$ cat config.mk
export PLATFORM = sky130hd
export DESIGN_NAME = multiword_adder_ctrl
export DESIGN_NICKNAME = d
export VERILOG_FILES = /design/src/rtl/mwadd_pkg.sv /design/src/rtl/multiword_adder_ctrl_rca.sv /design/src/rtl/multiword_adder_ctrl.sv
export SDC_FILE = /design/constraint.sdc
export NUM_CORES = 1
export LEC_CHECK = 0
export BUFFER_PORTS_ARGS = -buffer_cell sky130_fd_sc_hd__buf_2
export CORE_UTILIZATION = 30
export CTS_BUF_LIST = sky130_fd_sc_hd__clkbuf_16
export DETAILED_ROUTE_END_ITERATION = 8
export MAX_ROUTING_LAYER = met4
export PLACE_DENSITY_LB_ADDON = 0.2
export SYNTH_ARGS = -nofsm -noshare
export SYNTH_HDL_FRONTEND = slang
export SYNTH_SLANG_ARGS = --single-unit
$ cat constraint.sdc
create_clock -name clk -period 29.2 [get_ports clk]
set_input_delay 4.38 -clock clk [delete_from_list [all_inputs] [get_ports clk]]
set_output_delay 4.38 -clock clk [all_outputs]
set_load 0.05 [all_outputs]
$ cat src/rtl/mwadd_pkg.sv
// Shared types and defaults for the chunked multi-word adder controller.
package mwadd_pkg;

    typedef enum logic [1:0] {
        IDLE = 2'd0,
        RUN  = 2'd1,
        DONE = 2'd2
    } state_t;

    localparam int DEF_N = 32;
    localparam int DEF_K = 4;

    // Chunk index needs at least one bit even when there is a single chunk.
    function automatic int idx_width(input int k);
        return (k > 1) ? $clog2(k) : 1;
    endfunction

endpackage

$ cat src/rtl/multiword_adder_ctrl_rca.sv
// N-bit ripple-carry adder used for one chunk of the multi-word add.
import mwadd_pkg::*;

module rippleCarryAdder #(
    parameter int N = DEF_N
) (
    input  logic [N-1:0] a,
    input  logic [N-1:0] b,
    input  logic         cin,
    output logic [N-1:0] sum,
    output logic         cout
);

    logic [N:0] c;

    assign c[0] = cin;

    for (genvar i = 0; i < N; i++) begin : g_bit
        assign sum[i]  = a[i] ^ b[i] ^ c[i];
        assign c[i+1]  = (a[i] & b[i]) | (c[i] & (a[i] ^ b[i]));
    end

    assign cout = c[N];

endmodule

$ cat src/rtl/multiword_adder_ctrl.sv
// Sequential W=N*K bit adder: one N-bit chunk per cycle through a single ripple adder.
// Optional subtract mode (in_sub port) is built when MWADD_SUB_EN is defined.
//
// state | meaning
// IDLE  | waiting for an operand set, in_ready high
// RUN   | adding chunk idx, carry kept in carry_q
// DONE  | result held on out_sum/out_cout until out_ready
import mwadd_pkg::*;

module multiword_adder_ctrl #(
    parameter int N = DEF_N,
    parameter int K = DEF_K
) (
    input  logic           clk,
    input  logic           rst_n,
    input  logic           in_valid,
    output logic           in_ready,
    input  logic [N*K-1:0] in_a,
    input  logic [N*K-1:0] in_b,
    input  logic           in_cin,
`ifdef MWADD_SUB_EN
    input  logic           in_sub,
`endif
    output logic           out_valid,
    input  logic           out_ready,
    output logic [N*K-1:0] out_sum,
    output logic           out_cout,
    output logic           busy
);

    localparam int W  = N * K;
    localparam int IW = idx_width(K);

    state_t          state_q, state_d;
    logic [IW-1:0]   idx_q;
    logic            carry_q;
    logic [W-1:0]    a_q, b_q, sum_q;
    logic [N-1:0]    chunk_a, chunk_b, chunk_sum;
    logic            chunk_cout;
    logic            last;

    assign last    = (idx_q == IW'(K - 1));
    assign chunk_a = a_q[idx_q * N +: N];
    assign chunk_b = b_q[idx_q * N +: N];

    rippleCarryAdder #(.N(N)) u_rca (
        .a    (chunk_a),
        .b    (chunk_b),
        .cin  (carry_q),
        .sum  (chunk_sum),
        .cout (chunk_cout)
    );

    always_ff @(posedge clk or negedge rst_n) begin
        if (!rst_n) state_q <= IDLE;
        else        state_q <= state_d;
    end

    always_comb begin
        state_d   = state_q;
        in_ready  = 1'b0;
        out_valid = 1'b0;
        busy      = 1'b0;
        case (state_q)
            IDLE: begin
                in_ready = 1'b1;
                if (in_valid) state_d = RUN;
            end
            RUN: begin
                busy = 1'b1;
                if (last) state_d = DONE;
            end
            DONE: begin
                busy      = 1'b1;
                out_valid = 1'b1;
                if (out_ready) state_d = IDLE;
            end
            default: state_d = IDLE;
        endcase
    end

    // Subtraction is A + ~B + 1, so B is inverted once at capture.
    always_ff @(posedge clk or negedge rst_n) begin
        if (!rst_n) begin
            a_q     <= '0;
            b_q     <= '0;
            sum_q   <= '0;
            carry_q <= 1'b0;
            idx_q   <= '0;
        end else begin
            case (state_q)
                IDLE: begin
                    if (in_valid) begin
                        a_q   <= in_a;
                        idx_q <= '0;
`ifdef MWADD_SUB_EN
                        b_q     <= in_sub ? ~in_b : in_b;
                        carry_q <= in_sub | in_cin;
`else
                        b_q     <= in_b;
                        carry_q <= in_cin;
`endif
                    end
                end
                RUN: begin
                    sum_q[idx_q * N +: N] <= chunk_sum;
                    carry_q               <= chunk_cout;
                    if (!last) idx_q <= idx_q + 1'b1;
                end
                default: ;
            endcase
        end
    end

    assign out_sum  = sum_q;
    assign out_cout = carry_q;

endmodule

**Yosys cells after proc, flatten, opt, wreduce, memory -nomap -nowiden**

Index checks and enable logic that the tools add are counted.

- Register bits: 389
- Input port bits: 261
- Output and inout port bits: 132
- Logic and storage cells: 199

- Add/subtract/negate cells: 2
- Equal/unequal tests: 7
- Shift operators: 4
- Multiplexer cells: 13
- Bitwise operators: 160
- Reductions and logical operators: 7

Operators with widths:

| operator | number |
|---|---|
| $shiftx A128 B8 Y32 | 2 |
| $bwmux W128 | 1 |
| $shift A32 B34 Y128 const A | 1 |
| $shiftx A32 B34 Y128 | 1 |
| $and A1 B1 Y1 | 64 |
| $xor A1 B1 Y1 | 64 |
| $neg A7 Y34 | 1 |
| $or A1 B1 Y1 | 32 |
| $mux W2 | 5 |
| $ne A2 B2 Y1 const B | 4 |
| $pmux W2 S3 | 1 |
| $reduce_and A3 Y1 | 2 |
| $eq A2 B2 Y1 const B | 2 |
| $mux W1 | 4 |
| $pmux W2 S2 | 1 |
| $reduce_and A2 Y1 | 2 |
| $add A2 B1 Y2 const B | 1 |
| $eq A2 B1 Y1 const B | 1 |
| $logic_not A2 Y1 | 1 |
| $pmux W1 S2 | 1 |
| $reduce_bool A2 Y1 | 1 |
| $reduce_or A2 Y1 | 1 |

**Logic depth before layout (Yosys ltp)**

- Depth after elaboration: 67
- Depth in mapped cells: 41
- Depth with buffers taken out: 39

**Cells and area by module**

A second synthesis with hierarchy kept.

- Cell total of the unflattened synthesis: 992
- Area total of the unflattened synthesis: 16618.4 um2

Modules (own cells, without submodules):

| module | instances | cells an instance | area an instance (um2) |
|---|---|---|---|
| multiword_adder_ctrl | 1 | 950 | 15940.3 |
| rippleCarryAdder | 1 | 42 | 678.2 |

**Worst setup path after synthesis**

No wires, ideal clock.

- Path type: register to register
- From: reg idx_q[1]
- To: reg sum_q[127], in the netlist out_sum[127]
- Arrival: 13163 ps
- Data required time: 29079 ps
- Setup slack: 15916 ps
- Cell stages (with the launch flop): 41
- Period minus slack after synthesis: 13284 ps
- Cell sequence: dfrtp_1 buf_2 clkbuf_1 mux4_2 inv_1 fa_1 fa_1 fa_1 fa_1 fa_1 fa_1 fa_1 fa_1 fa_1 fa_1 fa_1 fa_1 fa_1 [5 not listed] inv_1 fa_1 fa_1 inv_1 fa_1 fa_1 fa_1 fa_1 fa_1 fa_1 fa_1 fa_1 fa_1 fa_1 inv_1 fa_1 fa_1 a22o_1

- Longest elaborated chain between the ends: 67
- Elaborated cells on any way between the ends: 163

Ends and longest elaborated chain:

| element | RTL line | source |
|---|---|---|
| start: declaration | multiword_adder_ctrl.sv:35 | `logic [IW-1:0] idx_q;` |
| start signal: assignment | multiword_adder_ctrl.sv:108 | `if (!last) idx_q <= idx_q + 1'b1;` |
| $shiftx A128 B8 Y32 (on tied branches) | multiword_adder_ctrl.sv:43, multiword_adder_ctrl.sv:44 |  |
| $xor A1 B1 Y1 | multiword_adder_ctrl_rca.sv:19, multiword_adder_ctrl_rca.sv:20 |  |
| $and A1 B1 Y1 | multiword_adder_ctrl_rca.sv:20 | `assign c[i+1] = (a[i] & b[i]) \| (c[i] & (a[i] ^ b[i]));` |
| $or A1 B1 Y1 | multiword_adder_ctrl_rca.sv:20 |  |
| $and A1 B1 Y1 | multiword_adder_ctrl_rca.sv:20 |  |
| $or A1 B1 Y1 | multiword_adder_ctrl_rca.sv:20 |  |
| $and A1 B1 Y1 | multiword_adder_ctrl_rca.sv:20 |  |
| $or A1 B1 Y1 | multiword_adder_ctrl_rca.sv:20 |  |
| [51 not listed] | -- |  |
| $or A1 B1 Y1 | multiword_adder_ctrl_rca.sv:20 |  |
| $and A1 B1 Y1 | multiword_adder_ctrl_rca.sv:20 |  |
| $or A1 B1 Y1 | multiword_adder_ctrl_rca.sv:20 |  |
| $and A1 B1 Y1 | multiword_adder_ctrl_rca.sv:20 |  |
| $or A1 B1 Y1 | multiword_adder_ctrl_rca.sv:20 |  |
| $xor A1 B1 Y1 | multiword_adder_ctrl_rca.sv:19 | `assign sum[i] = a[i] ^ b[i] ^ c[i];` |
| $shiftx A32 B34 Y128 | multiword_adder_ctrl.sv:106 | `sum_q[idx_q * N +: N] <= chunk_sum;` |
| $bwmux W128 (*) | multiword_adder_ctrl.sv:106 |  |
| end signal: indexed assignment | multiword_adder_ctrl.sv:106 |  |
| end: declaration | multiword_adder_ctrl.sv:37 | `logic [W-1:0] a_q, b_q, sum_q;` |

Every way passes the cells marked *; elsewhere a longest branch is shown, timed or not.
A chain may end at the register's enable or synchronous reset.

**Worst setup path after layout**

- From: reg idx_q[1]
- To: reg sum_q[95], in the netlist out_sum[95]

Same word-level chain as after synthesis.

==> flow_results.org <==
** Synthesis
- Main combinational cell family by area after synthesis :: multiplexers
- The cell area that synthesis handed to floorplanning was about 17,000 um^2.
- Post-Synthesis Mean Instance Area :: 14.6 um^2
- Gate Count Post-Synth :: between 1,000 and 1,500
- Of the total synthesized cell area, the portion taken by full adders, half adders and majority gates is 4.46%.
- Number of enable-type register cells in the synthesized netlist :: 0
- Main flop type after synthesis :: sky130_fd_sc_hd__dfrtp_1
- Summing the areas of all xor and xnor instances in the mapped netlist gives 0% of the synthesized area.
- The share of the Yosys chip area taken by registers is between 50% and 60%.
- Summing the areas of all and, or, nand and nor instances in the mapped netlist gives roughly 3.3% of the synthesized area.
- Summing the areas of all compound-gate instances in the mapped netlist gives approximately 5.4% of the synthesized area.
- For this run, the number of Yosys warnings is 0.
- Of all flip-flops after synthesis, the portion carrying an async set or reset was between 90% and 100%.
- Number of flip-flops and latches in the synthesized netlist :: just under 400
- In the synthesized netlist, the cells that appear most often are 389 x sky130_fd_sc_hd__dfrtp_1, 257 x sky130_fd_sc_hd__mux2_2, 118 x sky130_fd_sc_hd__nand2_1.
- Proportion of netlist area held by the largest area contributor :: 57.7%
- Ranked by total cell area, the synthesized netlist is headed by sky130_fd_sc_hd__dfrtp_1 58%, sky130_fd_sc_hd__mux2_2 17%, sky130_fd_sc_hd__mux4_2 8.5%.
- Cell taking the most area after synthesis :: sky130_fd_sc_hd__dfrtp_1
- Measured against the total synthesized area, the mux share comes to roughly 26%.
- Syn nets :: 1,456
- Among all cell types in the netlist, the one instantiated most often is sky130_fd_sc_hd__dfrtp_1.
- Count of unique library cells instantiated by Yosys :: 34

** CTS
- Number of buffers inserted by hold repair at cts :: 0
- Clock-pin slew was measured on the worst setup and hold paths at about 0.060 ns.
- No sink is reached through more buffers than the 3 on the longest clock path.
- Clock sink total :: between 300 and 400
- TritonCTS built the clock tree.
- In this run the number of H-tree levels came out at 2.
- Post-CTS Setup Bufs :: 0
- Clock Latency Late Sink :: 0.56 ns
- CTS root buf :: sky130_fd_sc_hd__clkbuf_16
- TritonCTS buffer count :: 45
- Post-cts sizing count :: 0

** Worst setup path
- Cell at the slowest stage of the critical path :: sky130_fd_sc_hd__dfrtp_4
- Max Fanout on Critical Path :: 32
- The worst setup path is launched from a flop.
- Critical path arrival :: around 15 ns
- The worst setup path is captured at a flop.
- Counting stages on the worst path, the most repeated cell is sky130_fd_sc_hd__fa_1.
- Worst path max stage delay :: 0.76 ns
- Depth of the worst register-to-register path :: 38
- Required time reported for the critical path endpoint :: 29.64 ns
- Critical Setup Path Class :: flop to flop

** Floorplan
- The die is 239 um tall.
- I/O pin cnt :: 393
- Starting density of the core :: between 30% and 40%
- In this run the horizontal extent of the chip is roughly 240 um.
- Core region area :: ~55,000 um^2
- Full die area :: 57,200 um^2
- After floorplanning, the core was divided into 86 placement rows.

** Power and ir drop
- IR analysis of the VDD net gives a maximum drop of 0.0563 mV.
- Standby leakage power :: around 9.9 nW
- Total power divided by cell area :: about 140 nW/um^2

** Routing
- Overall routed net length :: around 48,000 um
- Number of vias per cell after detailed routing :: ~4.6
- Number of DRC markers after the initial detailed-route iteration :: 399
- The pre-antenna-repair detailed-routing pass consisted of 4 iterations.
- Dividing the detail-routed wire length by the instance count gives between 20 and 25 um.
- The count of nets left with antenna violations once routing finished came out at 0.
- Post-route DRC :: 0
- Number of vias in the routed layout :: 10,643

** Timing
- Unrepaired setup endpoints after global routing :: no
- Maximum clock frequency :: about 71 MHz
- Post-route minimum period :: 14.14 ns
- Final setup violation count :: 0
- Final slew viol count :: 0
- In the finished design, the share of the clock period the worst path needs comes to between 40% and 50%.
- On the final layout, the worst clock skew is about 0.017 ns.
- The number of endpoints with negative hold slack in the final report was 0.
- Worst hold slack across all endpoints :: ~0.47 ns
- Worst rel slew slack :: approximately a quarter
- For the pin with the worst max-slew slack, the measured transition is 1.14 ns.
- Final sum of negative setup slack :: 0 ns

** GRT
- Entering global routing, the biggest net connects roughly 100 pins.
- The number of antenna violations at the first check in global routing was 9.
- Wire length of the first global-routing pass :: about 72,000 um
- Total overflow reported by the global router :: 0
- Global routing used ~17% of the available tracks.
- The number of global-route vias before repair was 11,356.

** Finish
- Cells with a size suffix above 1 make up 53.0% of the layout.
- Fill cells in the final layout number between 5,000 and 6,000.
- The net count of the finished layout is 1,846.
- Layout overhead on the synthesized area :: 24.3%

** Worst hold path
- In this run the worst hold path is classified as flop to flop.
- Worst Hold Path Cells :: 2

** Flow run
- MaxCap Viol Count :: 0

** Placement
- Gp weighted congestion :: roughly 0.8
- During placement, the flow inserted port buffers numbering 392.
- Detailed placement ended at an HPWL of 34,800 um.

** Run status
- The flow ran to the end, and the final reports show no timing, DRC or antenna violations.
[power by group]
group	leakage [nW]	internal, W	switching (W)
Sequential	4.82	0.000775	0.000129
Clock	0.709	0.000305	0.000224
Combinational	4.38	0.000603	0.000936
[metal layers]
layer  GRT usage [%]  wire length (um)  part of all wire [%]  vias up
met5               -                 0                     0        -
li1                -                 -                     -     4854
met3            4.46              2790                   5.8       66
met2            26.4             22400                    47      239
met1            22.9             21600                    45     5484
met4            4.33               915                   1.9        0
[placed cells by master (no fill, tap or decap), types with 2 or more instances in the layout]
cell                        count
sky130_fd_sc_hd__nand3_1        3
sky130_fd_sc_hd__o21ai_1        6
sky130_fd_sc_hd__buf_2        391
sky130_fd_sc_hd__and3_1         2
sky130_fd_sc_hd__inv_1         76
sky130_fd_sc_hd__mux4_2        64
sky130_fd_sc_hd__clkinv_1       8
sky130_fd_sc_hd__mux2_2       257
sky130_fd_sc_hd__dfrtp_4        2
sky130_fd_sc_hd__fa_1          32
sky130_fd_sc_hd__nand2_1      117
sky130_fd_sc_hd__o21ai_2       40
sky130_fd_sc_hd__ha_1           9
sky130_fd_sc_hd__buf_4         17
sky130_fd_sc_hd__a31oi_1        2
sky130_fd_sc_hd__clkinv_2       7
sky130_fd_sc_hd__diode_2       11
sky130_fd_sc_hd__a22o_1        18
sky130_fd_sc_hd__inv_6          2
sky130_fd_sc_hd__bufinv_16      3
sky130_fd_sc_hd__nand2b_1       2
sky130_fd_sc_hd__nand2_4        2
sky130_fd_sc_hd__clkbuf_16     45
sky130_fd_sc_hd__o21ai_0       67
sky130_fd_sc_hd__dfrtp_1      387
[state kept, by name (all words and copies together), names as in the netlist]
register	cells
a_q	128
b_q	128
idx_q	2
out_cout	1
out_sum	128
state_q	2
[layout make-up]
class	instances	area [um^2]	area share (%)
Inverter	66	248	1.18
Sequential cell	389	9740	46.4
Timing Repair Buffer	409	2100	10.0
Clock buffer	45	1130	5.37
Antenna cell	11	27.5	0.131
Clock inverter	33	230	1.10
Multi-Input combinational cell	633	6570	31.3
Tap cell	748	936	4.46
[kinds of logic after synthesis]
logic type,Yosys count
flip-flops,389
multiplexers,322
AO/OA/AOI/OAI,136
buffers and inverters,132
adder cells (fa/ha/maj),41
AND/OR/NAND/NOR,134
[final timing paths]
| path | startpoint | endpoint | slack [ns] |
|---|---|---|---|
| hold / removal | out_sum[29] | out_sum[29] | 0.47 |
| hold reg to reg | out_sum[29] | out_sum[29] | 0.47 |
| min in group asynchronous | rst_n | b_q[74] | 3.83 |
| max in group asynchronous | rst_n | b_q[62] | 22.11 |
| setup / recovery | idx_q[1] | out_sum[95] | 15.06 |
| setup reg to reg | idx_q[1] | out_sum[95] | 15.06 |
[worst max-delay path, delay by kind of cell (launching register included)]
| kind | cells | cell delay, ns |
|---|---|---|
| flip-flops | 1 | 0.76 |
| multiplexers | 1 | 0.31 |
| AO/OA/AOI/OAI | 1 | 0.24 |
| buffers and inverters | 4 | 0.28 |
| adder cells (fa/ha/maj) | 32 | 12.38 |
[per-stage QoR]
step | setup slack, ns | total power, W | instances | instance area [um^2] | util [%]
floorplan | 15.92 | 0.00193 | 1154 | 16900 | -
global placement | 15.06 | 0.00245 | 2245 | 19600 | 35.4
detailed placement | 14.98 | 0.00248 | 2245 | 19600 | 35.4
CTS | 14.97 | 0.00302 | 2323 | 20900 | 37.9
global route | 14.58 | 0.00317 | 2331 | 21000 | 37.9
finish | 15.06 | 0.00297 | 2334 | 21000 | 37.9
Power figures use the tool's default switching activity.
